[config.mk]
export PLATFORM = sky130hd
export DESIGN_NAME = pipe_ctrl
export DESIGN_NICKNAME = d
export VERILOG_FILES = /design/src/rtl/pipe_ctrl_pkg.sv /design/src/rtl/pipe_ctrl.sv
export SDC_FILE = /design/constraint.sdc
export NUM_CORES = 1
export LEC_CHECK = 0
export CAP_MARGIN = 20
export CORE_MARGIN = 1.5
export CORE_UTILIZATION = 46
export DETAILED_ROUTE_END_ITERATION = 7
export GPL_ROUTABILITY_DRIVEN = 1
export MAX_ROUTING_LAYER = met4
export PLACE_DENSITY = 0.85
export SKIP_LAST_GASP = 1
export SLEW_MARGIN = 30
export SYNTH_ARGS = -nofsm -noshare
export SYNTH_HDL_FRONTEND = slang
export SYNTH_SLANG_ARGS = --single-unit
[constraint.sdc]
create_clock -name i_clk -period 3.1 [get_ports i_clk]
set_input_delay 0.465 -clock i_clk [delete_from_list [all_inputs] [get_ports i_clk]]
set_output_delay 0.465 -clock i_clk [all_outputs]
set_load 0.005 [all_outputs]
[src/rtl/pipe_ctrl_pkg.sv]
// rtl/pipe_ctrl_pkg.sv - shared widths, stall encodings and state codes for pipe_ctrl
package pipe_ctrl_pkg;

  localparam int INST_ADDR_W = 32;
  localparam int STALL_W     = 6;
  localparam int FCNT_W      = 4;

  typedef logic [STALL_W-1:0] stall_bus_t;
  typedef logic [1:0]         pc_state_t;

  // Bit order: [0]=pc [1]=if [2]=id [3]=ex [4]=mem [5]=wb; a stall holds its stage and all earlier ones
  localparam stall_bus_t STALL_NONE = 6'b000000;
  localparam stall_bus_t STALL_ID   = 6'b000111;
  localparam stall_bus_t STALL_EX   = 6'b001111;
  localparam stall_bus_t STALL_MEM  = 6'b011111;

  localparam pc_state_t PC_RUN   = 2'd0;
  localparam pc_state_t PC_STALL = 2'd1;
  localparam pc_state_t PC_FLUSH = 2'd2;

  function automatic stall_bus_t stall_encode(input logic mem, input logic ex, input logic id);
    if (mem)     return STALL_MEM;
    else if (ex) return STALL_EX;
    else if (id) return STALL_ID;
    else         return STALL_NONE;
  endfunction

endpackage

[src/rtl/pipe_ctrl.sv]
// rtl/pipe_ctrl.sv - pipeline stall/flush sequencer with stall-hang detection
// Stall is combinational from state and requests; flush/new_pc are registered.
module pipe_ctrl
  import pipe_ctrl_pkg::*;
#(
  parameter int FLUSH_LEN = 1,
  parameter int STALL_MAX = 255,
  parameter int CNT_W     = 8
) (
  input  logic                   i_clk,
  input  logic                   i_rst,
  input  logic                   i_stallreq_id,
  input  logic                   i_stallreq_ex,
  input  logic                   i_stallreq_mem,
  input  logic                   i_flush_req,
  input  logic [INST_ADDR_W-1:0] i_flush_pc,
  output logic [STALL_W-1:0]     o_stall,
  output logic                   o_flush,
  output logic [INST_ADDR_W-1:0] o_new_pc,
  output logic [CNT_W-1:0]       o_stall_cnt,
  output logic                   o_stall_timeout
);

  localparam logic [FCNT_W-1:0] FLUSH_LEN_L = FCNT_W'(FLUSH_LEN);
  localparam logic [CNT_W-1:0]  STALL_MAX_L = CNT_W'(STALL_MAX);
  localparam logic [CNT_W-1:0]  CNT_SAT     = {CNT_W{1'b1}};

  pc_state_t               r_state;
  logic [FCNT_W-1:0]       r_flush_cnt;
  logic [INST_ADDR_W-1:0]  r_new_pc;
  logic [CNT_W-1:0]        r_stall_cnt;
  logic                    r_timeout;

  stall_bus_t              w_stall;
  logic                    w_any_req;
  logic [CNT_W-1:0]        w_cnt_inc;

  assign w_any_req = i_stallreq_id | i_stallreq_ex | i_stallreq_mem;
  assign w_cnt_inc = (r_stall_cnt == CNT_SAT) ? r_stall_cnt : r_stall_cnt + 1'b1;

  // Held low during reset so no stage is frozen before the state register is valid
  always_comb begin
    w_stall = STALL_NONE;
    if (i_rst && (r_state != PC_FLUSH))
      w_stall = stall_encode(i_stallreq_mem, i_stallreq_ex, i_stallreq_id);
  end

  always_ff @(posedge i_clk) begin
    if (!i_rst) begin
      r_state     <= PC_RUN;
      r_flush_cnt <= '0;
      r_new_pc    <= '0;
      r_stall_cnt <= '0;
      r_timeout   <= 1'b0;
    end else if (i_flush_req) begin
      r_state     <= PC_FLUSH;
      r_flush_cnt <= FLUSH_LEN_L;
      r_new_pc    <= i_flush_pc;
      r_stall_cnt <= '0;
      r_timeout   <= 1'b0;
    end else begin
      if (r_state == PC_FLUSH) begin
        if (r_flush_cnt > 4'd1) begin
          r_flush_cnt <= r_flush_cnt - 4'd1;
        end else begin
          r_state     <= PC_RUN;
          r_flush_cnt <= '0;
        end
      end else if (w_any_req) begin
        r_state <= PC_STALL;
      end else begin
        r_state <= PC_RUN;
      end

      if (w_stall != STALL_NONE) begin
        r_stall_cnt <= w_cnt_inc;
        if (w_cnt_inc == STALL_MAX_L)
          r_timeout <= 1'b1;
      end else begin
        r_stall_cnt <= '0;
      end
    end
  end

  assign o_stall         = w_stall;
  assign o_flush         = (r_state == PC_FLUSH);
  assign o_new_pc        = r_new_pc;
  assign o_stall_cnt     = r_stall_cnt;
  assign o_stall_timeout = r_timeout;

endmodule
* Word-level counts from Yosys, hierarchy flattened
Index checks and enable logic that the tools add are counted.
** Word-level totals
- Logic and storage cells :: 38
- Bits in read-only memories :: 0
- Memories kept :: 0
- Register bits after elaboration :: 47
- Output and inout port bits :: 48
- Memory bits (writable) :: 0
- Bits in latches :: 0
** Operators by class
- Multiply operators :: 0
- Equal/unequal tests :: 6
- Reduce and logical (&&, ||, !) cells :: 6
- Order comparisons :: 1
- Div/mod/pow operators :: 0
- $add $sub $neg :: 2
- Shift operators :: 0
- Bitwise operators :: 4
- Muxes and demuxes :: 12
** Operator list (number)
- $eq 8x8->1 const B :: 2
- $mux 5 :: 2
- $add 8x1->8 const B :: 1
- $mux 4 :: 2
- $mux 8 :: 1
- $mux 2 :: 3
- $reduce_bool 6->1 :: 1
- $gt 4x1->1 const B :: 1
- $ne 2x2->1 const B :: 2
- $sub 4x1->4 const B :: 1
- $mux 1 :: 3
- $mux 3 :: 1
- $ne 3x3->1 const B :: 1
- $reduce_or 3->1 :: 1
- $eq 2x2->1 const B :: 1
- $not 1->1 :: 2
- $or 1x1->1 :: 2
- $reduce_and 2->1 :: 1
- $reduce_bool 2->1 :: 1
- $reduce_or 2->1 :: 1
- $logic_and 1x1->1 :: 1

* Longest topological paths before layout
Gate-level depths: netlist of run 1.
- Depth in word-level cells :: 7
- Gate-level depth with buffers :: 6

* Worst setup path before layout of run 1
Ideal clock, no wire load.
- Path type :: register to register
- Start :: register r_stall_cnt[0], in the netlist o_stall_cnt[0]
- End :: register r_timeout, in the netlist o_stall_timeout
- Period minus slack after synthesis :: 1.680 ns
- Data arrival time :: 1.584 ns
- Path slack :: 1.420 ns
- Stages on the path, launching flop included :: 6
- Path buffers :: 0
- Path through :: dfxtp_1 > ha_1 > nand4_4 > o21bai_2 > or3b_1 > o41ai_2
** Between the ends
- Cells in the longest elaborated chain, start to end :: 4
- Elaborated cells between the ends (all ways) :: 5
- Classes of those cells :: add/sub: 1; eq/ne: 2; mux: 1; reduce/logical: 1
** RTL lines
- start, declared :: line pipe_ctrl.sv:31 : logic [CNT_W-1:0] r_stall_cnt;
- start signal, assigned :: line pipe_ctrl.sv:76 : r_stall_cnt <= w_cnt_inc;
- $add 8x1->8 or $eq 8x8->1 (tied branches) :: line pipe_ctrl.sv:39 : assign w_cnt_inc = (r_stall_cnt == CNT_SAT) ? r_stall_cnt : r_stall_cnt + 1'b1;
- $mux 8 (*) :: line pipe_ctrl.sv:39
- $eq 8x8->1 (*) :: line pipe_ctrl.sv:77 : if (w_cnt_inc == STALL_MAX_L)
- $reduce_and 2->1 (no line) (*)
- end signal, assigned :: line pipe_ctrl.sv:54 : r_timeout <= 1'b0;
- end signal, assigned :: line pipe_ctrl.sv:60 : r_timeout <= 1'b0;
- end signal, assigned :: line pipe_ctrl.sv:78 : r_timeout <= 1'b1;
- end, declared :: line pipe_ctrl.sv:32 : logic r_timeout;
Every way passes the cells marked *; elsewhere a longest branch is shown, timed or not.
A chain may end at the register's enable or synchronous reset.

* Worst setup path after layout of run 1
- Start :: input port i_rst
- End :: output port o_stall[3]
** Between the ends
- Cells in the longest elaborated chain, start to end :: 2
** RTL lines
- start, declared :: line pipe_ctrl.sv:11 : input logic i_rst,
- $logic_and 1x1->1 :: line pipe_ctrl.sv:44 : if (i_rst && (r_state != PC_FLUSH))
- $mux 5 :: line pipe_ctrl.sv:44
- end, declared :: line pipe_ctrl.sv:17 : output logic [STALL_W-1:0] o_stall,
Every way passes these cells.

==> results.md, run 1 <==
- The run finished with clean final reports.
- The number of hold violations in the final report is 0.
- The clock tree root buffer cell is clkbuf_8.
- The total leakage power is 1.20 nW.
- The power density over the cells is 405 nW/um2.
- The final layout contains routed wiring with a total length of 4500 um.
- For the worst setup path, the data required time is 2.63 ns.
- The latest clock arrival within the worst-skew pair is 0.29 ns.
- The data arrival time of the critical path is 2.01 ns.
- After synthesis the netlist holds a flip-flop and latch count of 47.
- Setup violations remaining at the end of the flow were counted as 0.
- The critical setup path kind is primary input to output pin.
- The final RePlAce weighted congestion is 0.811.
- The final total negative setup slack is 0 ns.
- Among cell families on the critical path, the largest total delay comes from buffers and inverters.
- The maximum clock frequency is 404 MHz.
- The critical path goes through clkdlybuf4s50_1 > buf_4 > o211a_1 > clkdlybuf4s50_1.
- Subtracting the final worst setup slack from the clock period gives 2.47 ns.
- The share of flip-flops with an asynchronous set or reset is 0.
- Summed over all nets, the half-perimeter wirelength after detailed placement is 3400 um.
- The initial utilization of the core area, before any placement, comes to 0.475.
- In this run, the number of DRC markers left after iteration 0 of detailed routing was 37.
- The total overflow left after global routing is 0.
- Sorting the synthesized cells by area gives the leading types as dfxtp_1 46%, mux2i_1 16%, nor2b_1 10%.
- Entering global routing, the biggest net connects 38 pins.
- The number of antenna diodes in the final layout is 0.
- The post-detailed-route wirelength per cell is 13.5 um.
- The worst-margin pin slew is 0.575 ns.
- The longest clock path from root to sink contains 2 buffers.
- The global-route wire length before repair is 7270 um.
- The share of Yosys cell area claimed by the top area cell type is 0.459.
- Among all flip-flop cells after synthesis, the most frequent one is dfxtp_1.
- The timing startpoint of the critical path is i_rst.
- The number of instances in the placed design is 326.
- The floorplan step set the die height to 69.8 um.
- The die area is 4870 um2.
- The number of top-level pins is 86.
- For this run, design rule violations remaining after detail routing come to 0.
- STA classifies the critical path startpoint as a primary input.
- The clock transition time at the flip-flop clock pins of the worst setup and hold paths is 0.07 ns.
- Summing every instance area after synthesis gives 2050 um2.
- Setup repair after global routing left no endpoint under its margin.
- The clock tree from TritonCTS is built.
- The initial antenna violation count came to 0.
- After clock tree synthesis, the setup repair step added 0 buffers.
- The peak per-stage delay on the critical path is 0.69 ns.
- Using the TritonRoute via totals, the vias-per-cell ratio works out to 4.98.
- The final cell count without fillers is 334.
- The kind of end point of the critical path is an output pin.
- The number of enable-type register cells in the synthesized netlist is 0.
- The share of the Yosys chip area taken by registers is 0.459.
- The final core utilization is 0.689.
- The row count is 24.
- The number of buffers added on ports is 84.
- The number of nets with antenna violations after detailed routing is 0.
- The sum of buffers and inverters on the critical path is 3.
- The number of H-tree levels is 2.
- In this run, CTS created clock tree buffers numbering 5.
- The routed layout has 1664 vias.
- The post-synthesis cell count is 201.
- Across the run, the number of max-cap violations was 0.
- The number of nets in the synthesized netlist is 242.
- The count of hold buffers inserted by post-cts repair is 0.
- The final max-slew violation count is 0.
- Counting stages on the worst path, the most repeated cell is clkdlybuf4s50_1.
- The type of the tightest min-delay check is register to register.
- The via count of the first global-routing pass was 1609.
- After floorplanning, the core was sized to cover 4320 um2.
- Once the clock tree was built, the resizer swapped 0 gates to a different size.
- Measured against its own limit, the worst slew margin works out to 0.617.
- The cell taking the most area after synthesis is dfxtp_1.
- The clock sink total is 47.
- The global router's overall resource usage is 0.192.
- The worst flop-to-flop path startpoint is o_stall_cnt[0].
- The largest individual stage delay along the critical path comes from the cell clkdlybuf4s50_1.
- After synthesis, the mean cell area works out to 10.2 um2.
- At the placement stage, the worst setup path has a slack of 0.632 ns.
- The warning count from the yosys run is 0.
- In the final design database the tool counted 322 nets.
- In this run the worst path has a maximum fanout of 9.
- Before antenna repair, the detailed router went through 4 iterations.
- The share of layout cells above drive strength 1 is 0.0709.
- The horizontal die dimension is 69.8 um.
- In this run the most critical hold path is launched from r_flush_cnt[1].
- The worst-case vdd ir drop is 0.000261 V.
- Relative to the synthesized area, the layout overhead comes to 45.2%.
- Between clock sinks in the finished design, the worst skew comes to 0.00913 ns.
- Of the available clock period, the critical path in the final layout requires 0.798.
- The slack of the critical path is 0.625 ns.
- The number of distinct library cells after synthesis is 43.
==> final cells by class <==
class / count / area, um2
Fill cell: 347 / 1340
Multi-Input combinational cell: 133 / 1000
Sequential cell: 47 / 941
Timing Repair Buffer: 87 / 858
Clock buffer: 6 / 72.6
Tap cell: 52 / 65.1
Inverter: 7 / 26.3
Clock inverter: 2 / 12.5
==> kinds of logic (layout without fill, tap and decap cells) <==
logic type,Yosys count,count (layout),synth area share
and+or+nand+nor,74,74,0.214
DFF,47,47,0.459
muxes,33,33,0.161
buffers and inverters,21,102,0.0518
AOI/OAI and AO/OA,20,20,0.0860
adders and majority gates,3,3,0.0183
xor gates and xnor gates,2,2,0.00854
other,1,1,0.00183
==> synthesized netlist by cell type, types with 4 or more instances <==
cell and number:
dfxtp_1 47, mux2i_1 33, nor2b_1 33, nor2_1 11, inv_1 7, nand2_1 7
buf_4 6, buf_2 4, clkbuf_1 4
==> cells in the final DEF (no fill, tap or decap), drive strengths merged, types with 3 or more instances in the layout <==
master / count
a21oi: 3
clkdlybuf4s50: 83
dfxtp: 47
buf: 4
ha: 3
nor2b: 33
o21ai: 3
nand3: 3
nor3: 3
mux2i: 33
clkbuf: 6
and3: 4
inv: 7
nand2: 7
nor2: 11
==> sequential cells by signal (all words and copies together), names as in the netlist <==
register,cells
o_new_pc,32
o_stall_cnt,8
o_stall_timeout,1
r_flush_cnt,4
r_state,2
==> routing by layer <==
| layer | track usage | vias up | part of all wire |
|---|---|---|---|
| li1 | - | 844 | - |
| met1 | 0.220 | 765 | 0.43 |
| met2 | 0.327 | 47 | 0.50 |
| met3 | 0.0465 | 8 | 0.050 |
| met4 | 0.0662 | 0 | 0.017 |
| met5 | - | - | 0 |
==> worst min-delay path, cell delays in order (launching register included) <==
cell and delay, ns:
dfxtp_1 0.32, nand2_1 0.06, a21oi_1 0.06
==> worst paths after layout <==
path | to | depth (start not counted) | slack [ns]
worst max-delay path | o_stall[3] | 4 | 0.63
worst min register to register | r_flush_cnt[1] | 2 | 0.48
worst max register to register | o_stall_timeout | 5 | 1.20
worst min-delay path | r_flush_cnt[1] | 2 | 0.48
==> stage by stage <==
stage | hold WS [ns] | area (um2) | power, W
4_1_cts | 0.483 | 2980 | 0.00122
3_3_place_gp | 0.463 | 2900 | 0.000865
6_report | 0.481 | 2980 | 0.00121
3_5_place_dp | 0.472 | 2900 | 0.000869
5_1_grt | 0.503 | 2980 | 0.00126
2_1_floorplan | 0.449 | 2050 | 0.000747
==> report_power, final <==
| group | total (W) | switching [W] | internal [W] |
|---|---|---|---|
| clock network | 0.000352 | 0.000195 | 0.000158 |
| logic | 0.000206 | 0.0000714 | 0.000135 |
| registers | 0.000647 | 0.0000152 | 0.000632 |
| total | 0.00121 | 0.000281 | 0.000924 |
No activity file was read; power rests on OpenSTA's default activity.
==> run 2, diff against run 1 <==
CORE_UTILIZATION = 42   (was 46)
PLACE_DENSITY = 0.79   (was 0.85)
clock period = 2.5 ns   (was 3.1 ns; I/O delays follow)
==> run 2 against run 1 <==
Setup slack worse by 0.38 ns; hold slack improved by 0.0069 ns; register-to-register slack worse by 0.61 ns; count of clock-buffer cells in the layout is 1 higher; sequential cell count unchanged; clock power is 34% higher; non-clock buffer count unchanged; sequential share of layout area down 0.30 points; design area is 0.97% higher; total power increased by 27%; critical path depth is the same; largest cell class unchanged.
==> results.md, run 2 (synthesis results as in run 1) <==
- The clock tree root buffer cell is clkbuf_8 (unchanged).
- The number of H-tree levels is 2 (unchanged).
- The count of antenna diodes in the layout is 0 (unchanged).
- The data required time of the critical path was 2.12 ns (was 2.63 ns).
- Top library cells by usage in the layout, fill and taps aside: 83 x clkdlybuf4s50_1, 47 x dfxtp_1, 33 x mux2i_1, 33 x nor2b_1, 11 x nor2_1 (unchanged).
- The power density over the cells is 508 nW/um2 (was 405 nW/um2).
- The die area came to 5310 um2 (was 4870 um2).
- The final routed wirelength across all metal layers is 4650 um (was 4500 um).
- After layout, the minimum clock period comes to 2.25 ns.
- The via count of the first global-routing pass is 1519 (was 1609).
- The clock tree from TritonCTS is built (unchanged).
- The global router's overall resource usage is 0.177 (was 0.192).
- The data arrival time of the critical path is 1.88 ns (was 2.01 ns).
- The total leakage power is 1.21 nW (was 1.20 nW).
- The placeable core region is 4720 um2 (was 4320 um2).
- The net count reported at finish is 322 (unchanged).
- The overall power after layout is 0.00153 W (was 0.00121 W).
- The worst-case vdd ir drop was 0.000288 V (was 0.000261 V).
- The number of post-CTS setup repair buffers is 0 (unchanged).
- The initial antenna violation count came to 0 (unchanged).
- The final max-slew violation count was 0 (unchanged).
- The initial detailed-routing violation count is 93 (was 37).
- The clock sink total is 47 (unchanged).
- The flip-flop count of the largest register after layout is 32 (unchanged).
- The aggregate global routing overflow was 0 (unchanged).
- The number of buffers added on ports came to 84 (unchanged).
- The post-detailed-route wirelength per cell is 13.3 um (was 13.5 um).
- The maximum number of pins on one net before global-route repair was 27 (was 38).
- The total number of vias is 1665 (was 1664).
- The worst clock skew is 0.00793 ns (was 0.00913 ns).
- The final routed DRC violation total is 0 (unchanged).
- The half-perimeter wire length after detailed placement is 3400 um (about the same).
- The final RePlAce weighted congestion is 0.826 (was 0.811).
- The largest fanout on the critical path is 10 (was 9).
- The critical setup path kind was primary input to output pin (unchanged).
- The hold slack is 0.488 ns (was 0.481 ns).
- The row count is 25 (was 24).
- The number of nets with antenna violations after detailed routing is 0 (unchanged).
- The type of the tightest min-delay check was register to register (unchanged).
- The global-route wire length before repair is 7160 um (was 7270 um).
- For this run, the top clock speed supported by timing is 444 MHz.
- The number of hold violations in the final report was 0 (unchanged).
- The count of hold buffers inserted by post-cts repair is 0 (unchanged).
- The number of top-level pins came to 86 (unchanged).
- The clock transition time at the flip-flop clock pins of the worst setup and hold paths was 0.08 ns (was 0.07 ns).
- The final setup violation count is 0 (unchanged).
- The fraction of the cycle the final worst path needs is 0.901.
- The most common library cell in the layout ignoring fill and taps was clkdlybuf4s50_1 (unchanged).
- The final total negative setup slack came to 0 ns (unchanged).
- The kind of end point of the critical path was an output pin (unchanged).
- The sort of element at the start of the critical path is a primary input (unchanged).
- The area added between synthesis and finish was 46.6% (was 45.2%).
- RSZ-0062 raised after global routing: false (unchanged).
- The initial core utilization was 0.434 (was 0.475).
- The average via count per standard cell came to 4.77 (was 4.98).
- The share of layout cells above drive strength 1 is 0.0709 (unchanged).
- The TritonCTS buffer count is 5 (unchanged).
- The horizontal die dimension is 72.9 um (was 69.8 um).
- The number of search-and-repair iterations in the first detailed-routing pass came to 4 (unchanged).
- Outcome: finished, final reports clean (unchanged).
- The post-cts resize count was 0 (unchanged).
- The slack of the worst reg-to-reg path is 0.59 ns (was 1.20 ns).
- The clock tree buffer depth is 2 (unchanged).
- The max capacitance violation total is 0 (unchanged).
- The height of the chip is 72.9 um (was 69.8 um).
- The latest clock arrival within the worst-skew pair came to 0.29 ns (about the same).
==> run 2: cell types whose count changed in the layout (fill, tap and decap cells not counted) <==
cell / before / now
clkinvlp_4: 1 / 0
clkinv_2: 1 / 0
clkinv_4: 0 / 1
clkbuf_8: 5 / 6
==> run 2: per-stage QoR <==
stage	utilization	setup slack [ns]	std cells	instance area (um2)
2_1_floorplan	-	0.820	201	2050
3_3_place_gp	0.617	0.258	341	2910
3_5_place_dp	0.617	0.228	341	2910
4_1_cts	0.637	0.223	349	3010
5_1_grt	0.637	0.169	349	3010
6_report	0.637	0.248	349	3010
==> run 2: final timing paths <==
kind / startpoint / to / depth (start not counted)
max: i_rst / o_stall[1] / 4
min: r_flush_cnt[2] / r_flush_cnt[2] / 2
max reg2reg: o_stall_cnt[0] / o_stall_timeout / 5
min reg2reg: r_flush_cnt[2] / r_flush_cnt[2] / 2
==> run 2: power by group <==
| group | internal [W] | switching (W) | total [W] |
|---|---|---|---|
| logic | 0.000167 | 0.0000880 | 0.000255 |
| registers | 0.000784 | 0.0000193 | 0.000803 |
| clock network | 0.000227 | 0.000244 | 0.000471 |
==> run 2: worst max-delay path: stages <==
cell,delay (ns)
clkdlybuf4s50_1,0.69
o311ai_4,0.19
inv_1,0.11
clkdlybuf4s50_1,0.51
==> run 2: final cells by class <==
class                   count  area [um2]
repair buffers             87         858
well taps                  67        83.8
inverters                   7        26.3
multi-input cells         133        1000
flip-flops and latches     47         941
clock inverters             1        8.76
clock buffers               7        86.3
fillers                   378        1710
==> run 2: per-layer routing <==
| metal | vias to the layer above | share of wire | track usage | wire (um) |
|---|---|---|---|---|
| met2 | 50 | 0.47 | 0.258 | 2180 |
| met3 | 6 | 0.049 | 0.0428 | 227 |
| met5 | - | 0 | - | 0 |
| li1 | 840 | - | - | - |
| met4 | 0 | 0.019 | 0.0629 | 89 |
| met1 | 769 | 0.46 | 0.239 | 2150 |
==> run 3, diff against run 2 <==
CELL_PAD_IN_SITES_DETAIL_PLACEMENT = 0   (was unset)
CELL_PAD_IN_SITES_GLOBAL_PLACEMENT = 1   (was unset)
CORE_UTILIZATION = 31   (was 42)
PLACE_DENSITY = 0.9   (was 0.79)
==> run 3 against run 2 <==
Register-to-register slack worse by 0.04 ns; first-iteration DRC count is 37% lower; combinational power hardly changed; cell count is 3.2% higher; setup slack worse by 0.047 ns; critical path type unchanged; via count is 0.72% higher; clock skew is 0.0016 ns lower; sequential share of layout area is 0.14 points lower; largest power group unchanged.
==> results.md, run 3 (synthesis results as in run 1) <==
- The max capacitance violation total came to 0 (unchanged).
- The clock transition time at the flip-flop clock pins of the worst setup and hold paths is 0.08 ns (about the same).
- The placeable core region came to 6390 um2 (was 4720 um2).
- The design internal power is 0.00115 W (was 0.00118 W).
- The worst pin sits at a relative slew slack of 0.669.
- The slack of the worst reg-to-reg path is 0.55 ns (was 0.59 ns).
- The shortest clock period the worst path allows after layout is 2.30 ns (was 2.25 ns).
- The die area is 7120 um2 (was 5310 um2).
- The sum of buffers and inverters on the critical path is 3 (unchanged).
- The area added between synthesis and finish is 47.3% (was 46.6%).
- The share of layout cells above drive strength 1 was 0.0777 (was 0.0709).
- The clock sink total is 47 (unchanged).
- The net load switching power is 0.000362 W (was 0.000351 W).
- The clock tree buffer depth is 2 (unchanged).
- The final core utilization is 0.473 (was 0.637).
- The kind of end point of the critical path was an output pin (unchanged).
- The switching portion of total power is 0.240 (was 0.230).
- RSZ-0062 raised after global routing: false (unchanged).
- The slowest stage cell on the critical path is clkdlybuf4s50_1 (unchanged).
- The data required time of the critical path is 2.12 ns (about the same).
- The average via count per standard cell is 4.66 (was 4.77).
- The number of top-level pins was 86 (unchanged).
- The post-detailed-route wirelength per cell is 13.0 um (was 13.3 um).
- The fraction of the cycle the final worst path needs is 0.919 (was 0.901).
- The dominant cell type by count on the critical path was clkdlybuf4s50_1 (unchanged).
- The post-cts resize count is 0 (unchanged).
- The worst-case vdd ir drop is 0.000279 V (was 0.000288 V).
- The height of the chip came to 84.4 um (was 72.9 um).
- The number of buffers added on ports is 84 (unchanged).
- The largest fanout on the critical path came to 10 (unchanged).
- The kind of cell adding the most delay to the critical path is buffers and inverters (unchanged).
- The initial detailed-routing violation count is 59 (was 93).
- The final setup violation count is 0 (unchanged).
- The final RePlAce weighted congestion is 0.781 (was 0.826).
- The horizontal die dimension was 84.4 um (was 72.9 um).
- The final max-slew violation count is 0 (unchanged).
- The peak per-stage delay on the critical path is 0.74 ns (was 0.69 ns).
- The half-perimeter wire length after detailed placement was 3440 um (was 3400 um).
- The number of hold violations in the final report is 0 (unchanged).
- The count of filler cells inserted in the layout was 595 (was 378).
- The maximum clock frequency came to 435 MHz (was 444 MHz).
- The number of search-and-repair iterations in the first detailed-routing pass is 4 (unchanged).
- The initial antenna violation count was 0 (unchanged).
- The data arrival time of the critical path is 1.92 ns (was 1.88 ns).
- The most common library cell in the layout ignoring fill and taps is clkdlybuf4s50_1 (unchanged).
- The number of nets with antenna violations after detailed routing came to 0 (unchanged).
- Outcome: finished, final reports clean (unchanged).
- The power density over the cells came to 499 nW/um2 (was 508 nW/um2).
- The worst-margin pin slew is 0.491 ns.
- The aggregate global routing overflow came to 0 (unchanged).
- The initial core utilization is 0.321 (was 0.434).
- The number of post-CTS setup repair buffers came to 0 (unchanged).
- The total number of vias is 1677 (was 1665).
- The row count was 29 (was 25).
- The final cell count without fillers is 360 (was 349).
- The global router's overall resource usage came to 0.143 (was 0.177).
- The count of antenna diodes in the layout is 0 (unchanged).
- The final routed DRC violation total is 0 (unchanged).
- The net count reported at finish is 323 (was 322).
- The latest clock arrival within the worst-skew pair is 0.29 ns (about the same).
- The hold slack was 0.466 ns (was 0.488 ns).
- The number of H-tree levels is 2 (unchanged).
- The TritonCTS buffer count is 5 (unchanged).
- The global-route wire length before repair was 8080 um (was 7160 um).
- The area used by sequential logic in the layout is 941 um2 (unchanged).
- The clock tree from TritonCTS is built (unchanged).
- The type of the tightest min-delay check was primary input to register (was register to register).
- The count of hold buffers inserted by post-cts repair is 0 (unchanged).
- The critical setup path kind is primary input to output pin (unchanged).
- The final routed wirelength across all metal layers is 4680 um (was 4650 um).
- Top library cells by usage in the layout, fill and taps aside: 83 x clkdlybuf4s50_1, 47 x dfxtp_1, 33 x mux2i_1, 33 x nor2b_1, 11 x nor2_1 (unchanged).
- The power share of the sequential group is 0.532 (was 0.525).
- The total leakage power came to 1.20 nW (was 1.21 nW).
- The flip-flop count of the largest register after layout came to 32 (unchanged).
- The number of instances in the placed design came to 352 (was 341).
- The clock share of power was 0.299 (was 0.308).
- The worst clock skew was 0.00637 ns (was 0.00793 ns).
- The clock tree root buffer cell is clkbuf_8 (unchanged).
- The via count of the first global-routing pass is 1690 (was 1519).
- The part of the total power dissipated in combinational logic is 0.169 (was 0.167).
- The maximum number of pins on one net before global-route repair was 20 (was 27).
- The multi-input logic area is 1000 um2 (unchanged).
- The final total negative setup slack is 0 ns (unchanged).
- The sort of element at the start of the critical path was a primary input (unchanged).
- Cells along the critical path: clkdlybuf4s50_1 > o311ai_4 > inv_1 > clkdlybuf4s50_1 (unchanged).
[run 3: path summary, 6_finish.rpt]
| kind | from | cells past startpoint | end |
|---|---|---|---|
| hold / removal | i_flush_req | 3 | r_flush_cnt[1] |
| setup reg to reg | o_stall_cnt[0] | 5 | o_stall_timeout |
| hold reg to reg | r_flush_cnt[1] | 2 | r_flush_cnt[1] |
| setup / recovery | i_rst | 4 | o_stall[1] |
[run 3: routing by layer]
layer  global-route usage  up-vias  wire length, um
met4               0.0543        0               81
met5                    -        -                0
met3               0.0423        6              264
li1                     -      844                -
met1                0.174      781             2150
met2                0.225       46             2180
[run 3: layout make-up]
cell class	count	share of cell area
clock buffer	5	0.0228
clock inverter	3	0.00662
inverter	7	0.00869
multi-input combinational	133	0.332
sequential	47	0.311
tap	77	0.0319
timing repair buffer	88	0.286
[run 3: per-stage QoR]
step / power, W / setup slack (ns) / cell area (um2)
global placement: 0.00107 / 0.226 / 2930
floorplan: 0.000927 / 0.820 / 2050
detailed placement: 0.00108 / 0.106 / 2930
finish: 0.00151 / 0.202 / 3020
global route: 0.00160 / 0.0810 / 3020
CTS: 0.00154 / 0.176 / 3020
[run 3: power groups by stage]
stage	combinational, W	sequential (W)	clock [W]
6_report	0.000255	0.000803	0.000451
5_1_grt	0.000280	0.000808	0.000511
4_1_cts	0.000259	0.000803	0.000476
3_5_place_dp	0.000258	0.000819	0
3_3_place_gp	0.000255	0.000819	0
2_1_floorplan	0.000105	0.000822	0
[run 3: worst reg2reg max path: stages (launching register included)]
cell and delay [ns]:
dfxtp_1 0.39, ha_1 0.30, and2_1 0.22, a2111oi_0 0.42, o311ai_0 0.27, o41ai_2 0.26
